--- config.mk ---
export PLATFORM = sky130hd
export DESIGN_NAME = matmul_gesture_sched_flat
export DESIGN_NICKNAME = d
export VERILOG_FILES = /design/src/rtl/matmul_gesture_sched_pkg.sv /design/src/rtl/matmul_gesture_sched_if.sv /design/src/rtl/matmul_gesture_sched_mac_acc.sv /design/src/rtl/matmul_gesture_sched.sv /design/src/flat_wrapper.sv
export SDC_FILE = /design/constraint.sdc
export NUM_CORES = 1
export LEC_CHECK = 0
export BUFFER_PORTS_ARGS = -buffer_cell sky130_fd_sc_hd__buf_2
export CORE_MARGIN = 4
export CORE_UTILIZATION = 24
export DETAILED_ROUTE_END_ITERATION = 10
export GPL_TIMING_DRIVEN = 0
export HOLD_SLACK_MARGIN = 0.05
export PLACE_DENSITY = 0.42
export RECOVER_POWER = 100
export SLEW_MARGIN = 10
export SYNTH_ARGS = -nofsm -noshare
export SYNTH_HDL_FRONTEND = slang
export SYNTH_SLANG_ARGS = --single-unit
--- constraint.sdc ---
create_clock -name clk_i -period 6.1 [get_ports clk_i]
set_clock_uncertainty 0.2 [all_clocks]
set_input_delay 0 -clock clk_i [delete_from_list [all_inputs] [get_ports clk_i]]
set_output_delay 0 -clock clk_i [all_outputs]
set_load 0.03 [all_outputs]
--- src/rtl/matmul_gesture_sched_pkg.sv ---
// Shared types and sizing constants for the gesture-classifier scheduler.
package matmul_gesture_sched_pkg;

  localparam int NUM_GESTURES = 4;
  localparam int NUM_PIXELS   = 64;
  localparam int PIXEL_ADDR_W = 6;
  localparam int GESTURE_W    = 2;
  // One counter covers {gesture, pixel}; it wraps to zero after the last pixel of the last gesture.
  localparam int SEQ_CNT_W    = GESTURE_W + PIXEL_ADDR_W;

  typedef enum logic [GESTURE_W-1:0] {
    GESTURE_UP    = 2'd0,
    GESTURE_DOWN  = 2'd1,
    GESTURE_LEFT  = 2'd2,
    GESTURE_RIGHT = 2'd3
  } gesture_e;

  typedef enum logic [1:0] {
    SCHED_IDLE = 2'd0,
    SCHED_RUN  = 2'd1,
    SCHED_DONE = 2'd2
  } sched_state_e;

endpackage

--- src/rtl/matmul_gesture_sched_if.sv ---
// Bundle of the start handshake, weight-ROM / frame-buffer read port and result handshake.
// The master side is the scheduler; the slave side is the surrounding system.
interface matmul_gesture_sched_if #(
  parameter int COUNTER_WIDTH_P = 8,
  parameter int PIXEL_WIDTH_P   = 8,
  parameter int ACC_WIDTH_P     = 20
);

  logic                                               start_v_i;
  logic                                               start_ready_o;
  logic [matmul_gesture_sched_pkg::GESTURE_W-1:0]     gesture_o;
  logic [matmul_gesture_sched_pkg::PIXEL_ADDR_W-1:0]  pixel_addr_o;
  logic signed [COUNTER_WIDTH_P-1:0]                  weight_i;
  logic [PIXEL_WIDTH_P-1:0]                           pixel_i;
  logic                                               frame_busy_o;
  logic                                               result_v_o;
  logic                                               result_ready_i;
  logic [matmul_gesture_sched_pkg::GESTURE_W-1:0]     gesture_o_best;
  logic signed [ACC_WIDTH_P-1:0]                      score_o;

  modport master (
    input  start_v_i, weight_i, pixel_i, result_ready_i,
    output start_ready_o, gesture_o, pixel_addr_o, frame_busy_o,
           result_v_o, gesture_o_best, score_o
  );

  modport slave (
    output start_v_i, weight_i, pixel_i, result_ready_i,
    input  start_ready_o, gesture_o, pixel_addr_o, frame_busy_o,
           result_v_o, gesture_o_best, score_o
  );

endinterface

--- src/rtl/matmul_gesture_sched_mac_acc.sv ---
// Signed multiply-accumulate for one gesture dot product. The first pixel of a
// gesture loads the product instead of adding, so no separate clear cycle is needed.
// final_o is the sum including the current cycle's product (used for the argmax).
module matmul_gesture_sched_mac_acc #(
  parameter int COUNTER_WIDTH_P = 8,
  parameter int PIXEL_WIDTH_P   = 8,
  parameter int ACC_WIDTH_P     = 20
) (
  input  logic                              clk_i,
  input  logic                              reset_i,
  input  logic                              en_i,
  input  logic                              first_i,
  input  logic signed [COUNTER_WIDTH_P-1:0] weight_i,
  input  logic [PIXEL_WIDTH_P-1:0]          pixel_i,
  output logic signed [ACC_WIDTH_P-1:0]     final_o
);

  logic signed [ACC_WIDTH_P-1:0] weight_ext_s;
  logic signed [ACC_WIDTH_P-1:0] pixel_ext_s;
  logic signed [ACC_WIDTH_P-1:0] prod_s;
  logic signed [ACC_WIDTH_P-1:0] acc_q;
  logic signed [ACC_WIDTH_P-1:0] acc_d;

  // Extend operands (weight sign-extended, pixel zero-extended), multiply and form the next sum.
  always_comb begin
    weight_ext_s = ACC_WIDTH_P'(weight_i);
    pixel_ext_s  = signed'(ACC_WIDTH_P'(pixel_i));
    prod_s       = weight_ext_s * pixel_ext_s;
    if (first_i) begin
      acc_d = prod_s;
    end else begin
      acc_d = acc_q + prod_s;
    end
  end

  assign final_o = acc_d;

  // Accumulator register, advanced only while the scheduler is walking pixels.
  always_ff @(posedge clk_i or posedge reset_i) begin
    if (reset_i) begin
      acc_q <= '0;
    end else if (en_i) begin
      acc_q <= acc_d;
    end else begin
      acc_q <= acc_q;
    end
  end

endmodule

--- src/rtl/matmul_gesture_sched.sv ---
// Gesture-classifier sequencer: on an accepted start it walks 4 gestures x 64 pixels,
// addresses the weight ROM and frame buffer, accumulates each dot product and keeps
// the best-scoring gesture, then offers it on a valid/ready result port.
module matmul_gesture_sched
  import matmul_gesture_sched_pkg::*;
#(
  parameter int WIDTH_P         = 8,
  parameter int HEIGHT_P        = 8,
  parameter int COUNTER_WIDTH_P = 8,
  parameter int PIXEL_WIDTH_P   = 8,
  parameter int ACC_WIDTH_P     = 20
) (
  input  logic                  clk_i,
  input  logic                  reset_i,
  matmul_gesture_sched_if.master bus_if
);

  localparam int FRAME_PIXELS_LP = WIDTH_P * HEIGHT_P;

  sched_state_e                  state_q;
  logic [SEQ_CNT_W-1:0]          cnt_q;
  logic [SEQ_CNT_W-1:0]          cnt_d;
  logic                          start_ready_q;
  logic                          frame_busy_q;
  logic                          result_v_q;
  gesture_e                      best_q;
  logic signed [ACC_WIDTH_P-1:0] score_q;

  logic signed [ACC_WIDTH_P-1:0] final_s;
  logic [GESTURE_W-1:0]          gesture_s;
  logic [PIXEL_ADDR_W-1:0]       pixel_s;
  logic                          run_s;
  logic                          first_pixel_s;
  logic                          last_pixel_s;
  logic                          last_gesture_s;
  logic                          take_best_s;

  // Decode the {gesture, pixel} counter and decide whether this gesture becomes the new best.
  always_comb begin
    gesture_s      = cnt_q[SEQ_CNT_W-1 -: GESTURE_W];
    pixel_s        = cnt_q[PIXEL_ADDR_W-1:0];
    run_s          = (state_q == SCHED_RUN);
    first_pixel_s  = (pixel_s == {PIXEL_ADDR_W{1'b0}});
    last_pixel_s   = (pixel_s == PIXEL_ADDR_W'(FRAME_PIXELS_LP - 1));
    last_gesture_s = (gesture_s == GESTURE_W'(NUM_GESTURES - 1));
    // Gesture 0 always seeds the best; later gestures need a strictly higher score so ties keep the lower index.
    take_best_s    = run_s && last_pixel_s &&
                     ((gesture_s == {GESTURE_W{1'b0}}) || (final_s > score_q));
    cnt_d          = cnt_q + {{(SEQ_CNT_W-1){1'b0}}, 1'b1};
  end

  matmul_gesture_sched_mac_acc #(
    .COUNTER_WIDTH_P (COUNTER_WIDTH_P),
    .PIXEL_WIDTH_P   (PIXEL_WIDTH_P),
    .ACC_WIDTH_P     (ACC_WIDTH_P)
  ) u_mac_acc (
    .clk_i    (clk_i),
    .reset_i  (reset_i),
    .en_i     (run_s),
    .first_i  (first_pixel_s),
    .weight_i (bus_if.weight_i),
    .pixel_i  (bus_if.pixel_i),
    .final_o  (final_s)
  );

  // Scheduler FSM with registered handshake outputs, sequence counter and argmax registers.
  always_ff @(posedge clk_i or posedge reset_i) begin
    if (reset_i) begin
      state_q       <= SCHED_IDLE;
      cnt_q         <= {SEQ_CNT_W{1'b0}};
      start_ready_q <= 1'b1;
      frame_busy_q  <= 1'b0;
      result_v_q    <= 1'b0;
      best_q        <= GESTURE_UP;
      score_q       <= '0;
    end else begin
      case (state_q)
        SCHED_IDLE: begin
          if (bus_if.start_v_i) begin
            state_q       <= SCHED_RUN;
            cnt_q         <= {SEQ_CNT_W{1'b0}};
            start_ready_q <= 1'b0;
            frame_busy_q  <= 1'b1;
          end
        end
        SCHED_RUN: begin
          // The counter wraps back to zero on the final pixel, leaving the ROM address parked at 0.
          cnt_q <= cnt_d;
          if (take_best_s) begin
            best_q  <= gesture_e'(gesture_s);
            score_q <= final_s;
          end
          if (last_gesture_s && last_pixel_s) begin
            state_q      <= SCHED_DONE;
            frame_busy_q <= 1'b0;
            result_v_q   <= 1'b1;
          end
        end
        SCHED_DONE: begin
          // Start requests are ignored here; start_ready only returns once the result is taken.
          if (bus_if.result_ready_i) begin
            state_q       <= SCHED_IDLE;
            result_v_q    <= 1'b0;
            start_ready_q <= 1'b1;
          end
        end
        default: begin
          state_q       <= SCHED_IDLE;
          cnt_q         <= {SEQ_CNT_W{1'b0}};
          start_ready_q <= 1'b1;
          frame_busy_q  <= 1'b0;
          result_v_q    <= 1'b0;
        end
      endcase
    end
  end

  assign bus_if.start_ready_o  = start_ready_q;
  assign bus_if.frame_busy_o   = frame_busy_q;
  assign bus_if.result_v_o     = result_v_q;
  assign bus_if.gesture_o      = cnt_q[SEQ_CNT_W-1 -: GESTURE_W];
  assign bus_if.pixel_addr_o   = cnt_q[PIXEL_ADDR_W-1:0];
  assign bus_if.gesture_o_best = best_q;
  assign bus_if.score_o        = score_q;

endmodule

--- src/flat_wrapper.sv ---
// flat-port wrapper written by rule: the top's interface ports become plain ports
module matmul_gesture_sched_flat import matmul_gesture_sched_pkg::*;
#(
  parameter int WIDTH_P         = 8,
  parameter int HEIGHT_P        = 8,
  parameter int COUNTER_WIDTH_P = 8,
  parameter int PIXEL_WIDTH_P   = 8,
  parameter int ACC_WIDTH_P     = 20
)
  (clk_i, reset_i, bus_if_start_v_i, bus_if_weight_i, bus_if_pixel_i, bus_if_result_ready_i, bus_if_start_ready_o, bus_if_gesture_o, bus_if_pixel_addr_o, bus_if_frame_busy_o, bus_if_result_v_o, bus_if_gesture_o_best, bus_if_score_o);
  matmul_gesture_sched_if #(.COUNTER_WIDTH_P(COUNTER_WIDTH_P), .PIXEL_WIDTH_P(PIXEL_WIDTH_P), .ACC_WIDTH_P(ACC_WIDTH_P)) bus_if_i ();
  input  logic clk_i;
  input  logic reset_i;
  input wire logic [$bits(bus_if_i.start_v_i)-1:0] bus_if_start_v_i;
  input wire logic [$bits(bus_if_i.weight_i)-1:0] bus_if_weight_i;
  input wire logic [$bits(bus_if_i.pixel_i)-1:0] bus_if_pixel_i;
  input wire logic [$bits(bus_if_i.result_ready_i)-1:0] bus_if_result_ready_i;
  output wire logic [$bits(bus_if_i.start_ready_o)-1:0] bus_if_start_ready_o;
  output wire logic [$bits(bus_if_i.gesture_o)-1:0] bus_if_gesture_o;
  output wire logic [$bits(bus_if_i.pixel_addr_o)-1:0] bus_if_pixel_addr_o;
  output wire logic [$bits(bus_if_i.frame_busy_o)-1:0] bus_if_frame_busy_o;
  output wire logic [$bits(bus_if_i.result_v_o)-1:0] bus_if_result_v_o;
  output wire logic [$bits(bus_if_i.gesture_o_best)-1:0] bus_if_gesture_o_best;
  output wire logic [$bits(bus_if_i.score_o)-1:0] bus_if_score_o;
  assign bus_if_i.start_v_i = bus_if_start_v_i;
  assign bus_if_i.weight_i = bus_if_weight_i;
  assign bus_if_i.pixel_i = bus_if_pixel_i;
  assign bus_if_i.result_ready_i = bus_if_result_ready_i;
  assign bus_if_start_ready_o = bus_if_i.start_ready_o;
  assign bus_if_gesture_o = bus_if_i.gesture_o;
  assign bus_if_pixel_addr_o = bus_if_i.pixel_addr_o;
  assign bus_if_frame_busy_o = bus_if_i.frame_busy_o;
  assign bus_if_result_v_o = bus_if_i.result_v_o;
  assign bus_if_gesture_o_best = bus_if_i.gesture_o_best;
  assign bus_if_score_o = bus_if_i.score_o;
  matmul_gesture_sched #(.WIDTH_P(WIDTH_P), .HEIGHT_P(HEIGHT_P), .COUNTER_WIDTH_P(COUNTER_WIDTH_P), .PIXEL_WIDTH_P(PIXEL_WIDTH_P), .ACC_WIDTH_P(ACC_WIDTH_P)) u_core (.clk_i(clk_i), .reset_i(reset_i), .bus_if(bus_if_i));
endmodule
==> results_dict.tcl, run 1 <==
set metrics [dict create \
    period_share 1.18 \
    gp_congestion 0.802 \
    critical_path_class "in -> reg" \
    crit_top_cell "fa_1" \
    start_kind "input pin" \
    die_x_um 166 \
    wirelength_mm 16.9 \
    synthCells 702 \
    layout_setup_ws_ns -1.12 \
    async_flop_share 1.00 \
    synth_top_area_cell "dfrtp_1" \
    cp_max_fo 5 \
    cp_slowest_stage_delay_ns 0.53 \
    grt.overflow.total 0 \
    worstPathRequired_ns 6.08 \
    cts_root_buf "clkbuf_16" \
    vias_per_cell 4.55 \
    yosys.area.top_type_share 0.226 \
    syn_area_um2 5980 \
    cap_violations 1 \
    die_y_um 166 \
    die_area_um2 27500 \
    rows 57 \
    setup_viol 22 \
    ys.flop_type "dfrtp_1" \
    tns_ns -22.64 \
    arrival_ns 7.19 \
    clk-insertion-delay-late_ns 0.30 \
    ioPinCount 53 \
    clk_pin_slew_ns 0.08 \
    drv_slew 56 \
    antenna_left 0 \
    synth_edf_count 0 \
    hp-class "in -> reg" \
    place_area_um2 6740 \
    synthToLayoutAreaGrowth_pct 34.0 \
    synth_nets 845 \
    core_area_um2 24400 \
    cts_max_path_buffers 2 \
    cts_tree "done" \
    violations "capacitance limit, slew limit, setup timing" \
    grt_pass1_vias 5355 \
    fin_area_um2 8020 \
    yosysMostFrequentCell "inv_1" \
    synthTopCellsByArea "dfrtp_1, ha_1, fa_1, inv_1, nand2_1" \
    port-buffer-count 52 \
    worst-slew-pin-transition_ns 2.64 \
    maxSlewHeadroom -0.768 \
    timing.final.hold_violations 0 \
    vias 5209 \
    antenna_found_initial 0 \
    start_util 0.245 \
    num_antenna_cells 0 \
    critPathSlowestCell "fa_1" \
    crit_path_end_kind "flop" \
    numCtsBuffers 5 \
    drc 0 \
    track_usage 0.120 \
    grt_pass1_wl_mm 27.5 \
    synth_area_per_cell_um2 8.52 \
    dp_hpwl_mm 12.5 \
    status "finished with violations" \
    ys_warn_count 0 \
    clock-sinks 55 \
    htreeDepth 2 \
    rsz0062_at_grt "true" \
    nNetsFinal 962 \
    fmax_mhz 139 \
    post_drt_wl_per_cell_um 14.8 \
    final_util 0.329 \
    layout-drive-gt1-share 0.233 \
    post-route-min-period_ns 7.22 \
    ys_seq_area_frac 0.230 \
    synth_common_cells "inv_1, nand2_1, ha_1" \
    synth.distinct_cells 50 \
    drtIter0Drc 164 \
    firstDrtPassIters 4 \
    grt_start_max_net_pins 56 \
    ys_seq_elements 55 \
]
==> final cells by class <==
type	instances	area (µm²)
Sequential cell	55	1380
Buffer	16	106
Tap cell	324	405
Clock buffer	8	156
Timing Repair Buffer	111	768
Fill cell	2605	16400
Multi-Input combinational cell	538	4850
Inverter	92	350
==> critical path, delay by kind of cell <==
kind / cells / cell delay, ns
AO/OA/AOI/OAI: 9 / 2.04
XOR/XNOR: 1 / 0.12
adder cells (fa/ha/maj): 7 / 2.71
buffers and inverters: 6 / 0.62
multiplexers: 2 / 0.57
AND/OR/NAND/NOR: 8 / 1.12
==> layout by cell type, fill, tap and decap left out, types with 5 or more instances in the layout <==
cell type	netlist	routed
buf_4	1	56
buf_2	3	6
nand4_1	6	6
clkbuf_1	12	46
nand2_2	0	7
a21oi_2	0	6
fa_1	38	35
mux2i_1	7	6
xnor2_1	16	11
nand2_1	90	81
a31oi_1	10	6
o21ai_0	56	39
o21ai_1	1	13
a21oi_4	0	6
nor2_1	33	26
inv_1	92	87
xor2_1	8	8
clkbuf_16	0	6
nor2b_1	6	5
a21oi_1	36	24
nand3_1	11	7
nand2b_1	7	6
nor3_1	13	8
o21a_1	6	6
o21ai_2	0	5
buf_6	0	10
dfrtp_1	54	54
ha_4	0	10
a21o_1	19	18
and2_1	40	35
ha_1	85	72
==> final timing paths <==
check	cells after the start	slack, ns	to	from
max reg2reg	15	1.19	u_core.bus_if.score_o[12]	u_core.cnt_q[0]
min in group asynchronous	3	0.78	u_core.bus_if.gesture_o_best[1]	reset_i
min	4	0.19	u_core.bus_if.score_o[0]	bus_if_pixel_i[0]
min reg2reg	2	0.29	u_core.u_mac_acc.acc_q[6]	u_core.u_mac_acc.acc_q[6]
max in group asynchronous	3	3.73	u_core.bus_if.score_o[12]	reset_i
max	33	-1.12	u_core.bus_if.score_o[12]	bus_if_weight_i[7]
==> flip-flops by register name, indices dropped and copies added (netlist names) <==
signal                        cells
u_core.cnt_q                      8
u_core.bus_if.start_ready_o       1
u_core.state_q                    2
u_core.bus_if.frame_busy_o        1
u_core.bus_if.gesture_o_best      2
u_core.u_mac_acc.acc_q           20
u_core.bus_if.score_o            20
u_core.bus_if.result_v_o          1
==> cells by family (layout without fill, tap and decap cells) <==
kind of cell | count (synthesis) | count (layout) | share of synthesized area
and+or+nand+nor | 223 | 223 | 0.179
xor gates and xnor gates | 25 | 25 | 0.0379
adders and majority gates | 123 | 123 | 0.305
buffers and inverters | 109 | 227 | 0.0696
muxes | 12 | 12 | 0.0211
AOI/OAI and AO/OA | 155 | 155 | 0.157
DFF | 55 | 55 | 0.230
==> stage by stage <==
| step | hold WS [ns] | instances | setup slack, ns |
|---|---|---|---|
| final | 0.194 | 1144 | -1.12 |
| after detailed placement | -0.00495 | 1078 | -1.93 |
| after global placement | 0.0769 | 1078 | -1.96 |
| after floorplan | -0.0369 | 702 | -0.861 |
| after CTS | 0.220 | 1130 | -1.03 |
| after global routing | 0.275 | 1144 | -1.32 |
==> layer usage <==
layer,track usage,up-vias,share of wire
met5,0,-,0
met4,0.0176,0,0.012
met3,0.0145,15,0.014
met2,0.218,34,0.50
met1,0.156,2568,0.47
li1,-,2592,-
==> timing repair <==
item,4_1_cts,5_1_grt
endpoints found under the setup margin,22,22
gates cloned,1,1
resized for setup,117,40
hold endpoints to repair,58,0
setup buffers,40,14
hold buffers,4,0
pin swaps,65,46
Power of run 1 is not shown: default switching activity piles up to over one toggle a cycle in this logic, so the estimate is an artifact.
==> run 2: changes to the inputs <==
- BUFFER_PORTS_ARGS: -buffer_cell sky130_fd_sc_hd__buf_2 -> not set
- CORE_UTILIZATION: 24 -> 50
- DONT_BUFFER_PORTS: not set -> 1
- PLACE_DENSITY: 0.42 -> 0.68
- SKIP_CTS_REPAIR_TIMING: not set -> 1
==> run 2 against run 1 <==
The run still ends with capacitance limit, slew limit, setup timing left. Via count decreased by 1.9%. Clock-buffer cell count fell by 2. Non-clock buffer count decreased by 71. Die area fell by 50%. Routed wire length decreased by 14%. Sequential share of layout area rose by 2.2 points. Setup slack better by 0.087 ns. Critical path type unchanged. Critical endpoint unchanged.
==> results_dict.tcl, run 2 (synthesis results as in run 1) <==
set metrics [dict create \
    maxSlewHeadroom -0.373 \
    cts_max_path_buffers 2 \
    layout-drive-gt1-share 0.156 \
    clk_pin_slew_ns 0.07 \
    track_usage 0.194 \
    grt_pass1_vias 4744 \
    grt_pass1_wl_mm 22.6 \
    synthToLayoutAreaGrowth_pct 19.0 \
    vias 5111 \
    start_util 0.517 \
    port-buffer-count 0 \
    die_x_um 117 \
    cts_root_buf "clkbuf_16" \
    gp_congestion 0.863 \
    die_area_um2 13800 \
    worstPathRequired_ns 6.08 \
    post-route-min-period_ns 7.13 \
    num_antenna_cells 0 \
    crit_path_end_kind "flop" \
    rows 39 \
    vias_per_cell 5.74 \
    layout_setup_ws_ns -1.03 \
    crit_buf_inv 7 \
    critical_path_class "in -> reg" \
    cts_tree "done" \
    worst-slew-pin-transition_ns 2.06 \
    rsz0062_at_grt "true" \
    layout.cells.most_common_list "inv_1, nand2_1, ha_1, dfrtp_1, o21ai_0" \
    period_share 1.17 \
    drtIter0Drc 333 \
    dp_hpwl_mm 11.0 \
    post_drt_wl_per_cell_um 16.4 \
    wirelength_mm 14.7 \
    drc 0 \
    grt_start_max_net_pins 40 \
    violations "capacitance limit, slew limit, setup timing" \
    status "finished with violations" \
    clock-sinks 55 \
    grt.overflow.total 0 \
    arrival_ns 7.11 \
    setup_viol 22 \
    htreeDepth 2 \
    holdWs_ns 0.0695 \
    fmax_mhz 140 \
    hp-class "in -> reg" \
    drv_slew 51 \
    core_area_um2 11600 \
    critPathSlowestCell "fa_1" \
    timing.final.hold_violations 0 \
    cp_max_fo 6 \
    antenna_found_initial 0 \
    cap_violations 2 \
    path_delay_family "adder cells" \
    numCtsBuffers 5 \
    ioPinCount 53 \
    cp_slowest_stage_delay_ns 0.51 \
    nNetsFinal 891 \
    antenna_left 0 \
    clk-insertion-delay-late_ns 0.30 \
    die_y_um 117 \
    start_kind "input pin" \
    firstDrtPassIters 5 \
]
[run 2: changes by cell type in the layout (fill, tap and decap cells not counted), moves of 4 or more]
cell           change
clkbuf_1          -32
buf_4             -27
o21ai_0           +12
o21ai_1            -9
buf_6              -8
nand2_1            +8
nand2_2            -6
and2_1             +5
buf_2              -5
and2_4             -4
dlygate4sd3_1      +4
[run 2: layer usage]
metal,wire (µm),track usage,up-vias
met5,0,0,-
met4,155,0.0411,0
met3,691,0.0318,17
met2,7490,0.332,113
met1,6320,0.262,2524
li1,-,-,2457
[run 2: worst paths after layout]
path	from	cells after the start	slack (ns)	end
max	bus_if_weight_i[7]	32	-1.03	u_core.bus_if.score_o[12]
min reg2reg	u_core.u_mac_acc.acc_q[3]	2	0.30	u_core.u_mac_acc.acc_q[3]
max in group asynchronous	reset_i	4	3.23	u_core.state_q[1]
min in group asynchronous	reset_i	4	1.20	u_core.u_mac_acc.acc_q[9]
min	bus_if_pixel_i[0]	4	0.07	u_core.bus_if.score_o[2]
max reg2reg	u_core.cnt_q[0]	16	0.48	u_core.bus_if.score_o[12]
[run 2: final cells by class]
type / count / area (µm²)
clock buffer: 6 / 129
multi-input combinational: 538 / 4660
buffer: 16 / 78.8
sequential: 55 / 1380
inverter: 92 / 349
timing repair buffer: 40 / 318
clock inverter: 1 / 30.0
tap: 143 / 179
fill: 968 / 4450
[run 2: worst reg2reg max path: cells and delay by family, from the launching register on]
kind | cells | cell delay, ns
adders and majority gates | 2 | 0.39
DFF | 1 | 0.55
muxes | 1 | 0.30
buffers and inverters | 3 | 0.91
AOI/OAI and AO/OA | 6 | 1.38
and+or+nand+nor | 4 | 1.80
[run 2: per-stage QoR]
stage / worst slack, ns / setup TNS [ns] / utilization / std cells / instance area [µm²]
after detailed placement: -1.48 / -31.18 / 0.542 / 846 / 6270
after global routing: -1.25 / -26.59 / 0.615 / 891 / 7120
final: -1.03 / -21.20 / 0.615 / 891 / 7120
after CTS: -1.20 / -24.99 / 0.556 / 853 / 6430
after global placement: -1.42 / -29.56 / 0.541 / 845 / 6250
after floorplan: -0.861 / -15.98 / - / 702 / 6070
Power of run 2 is left out for the same reason.
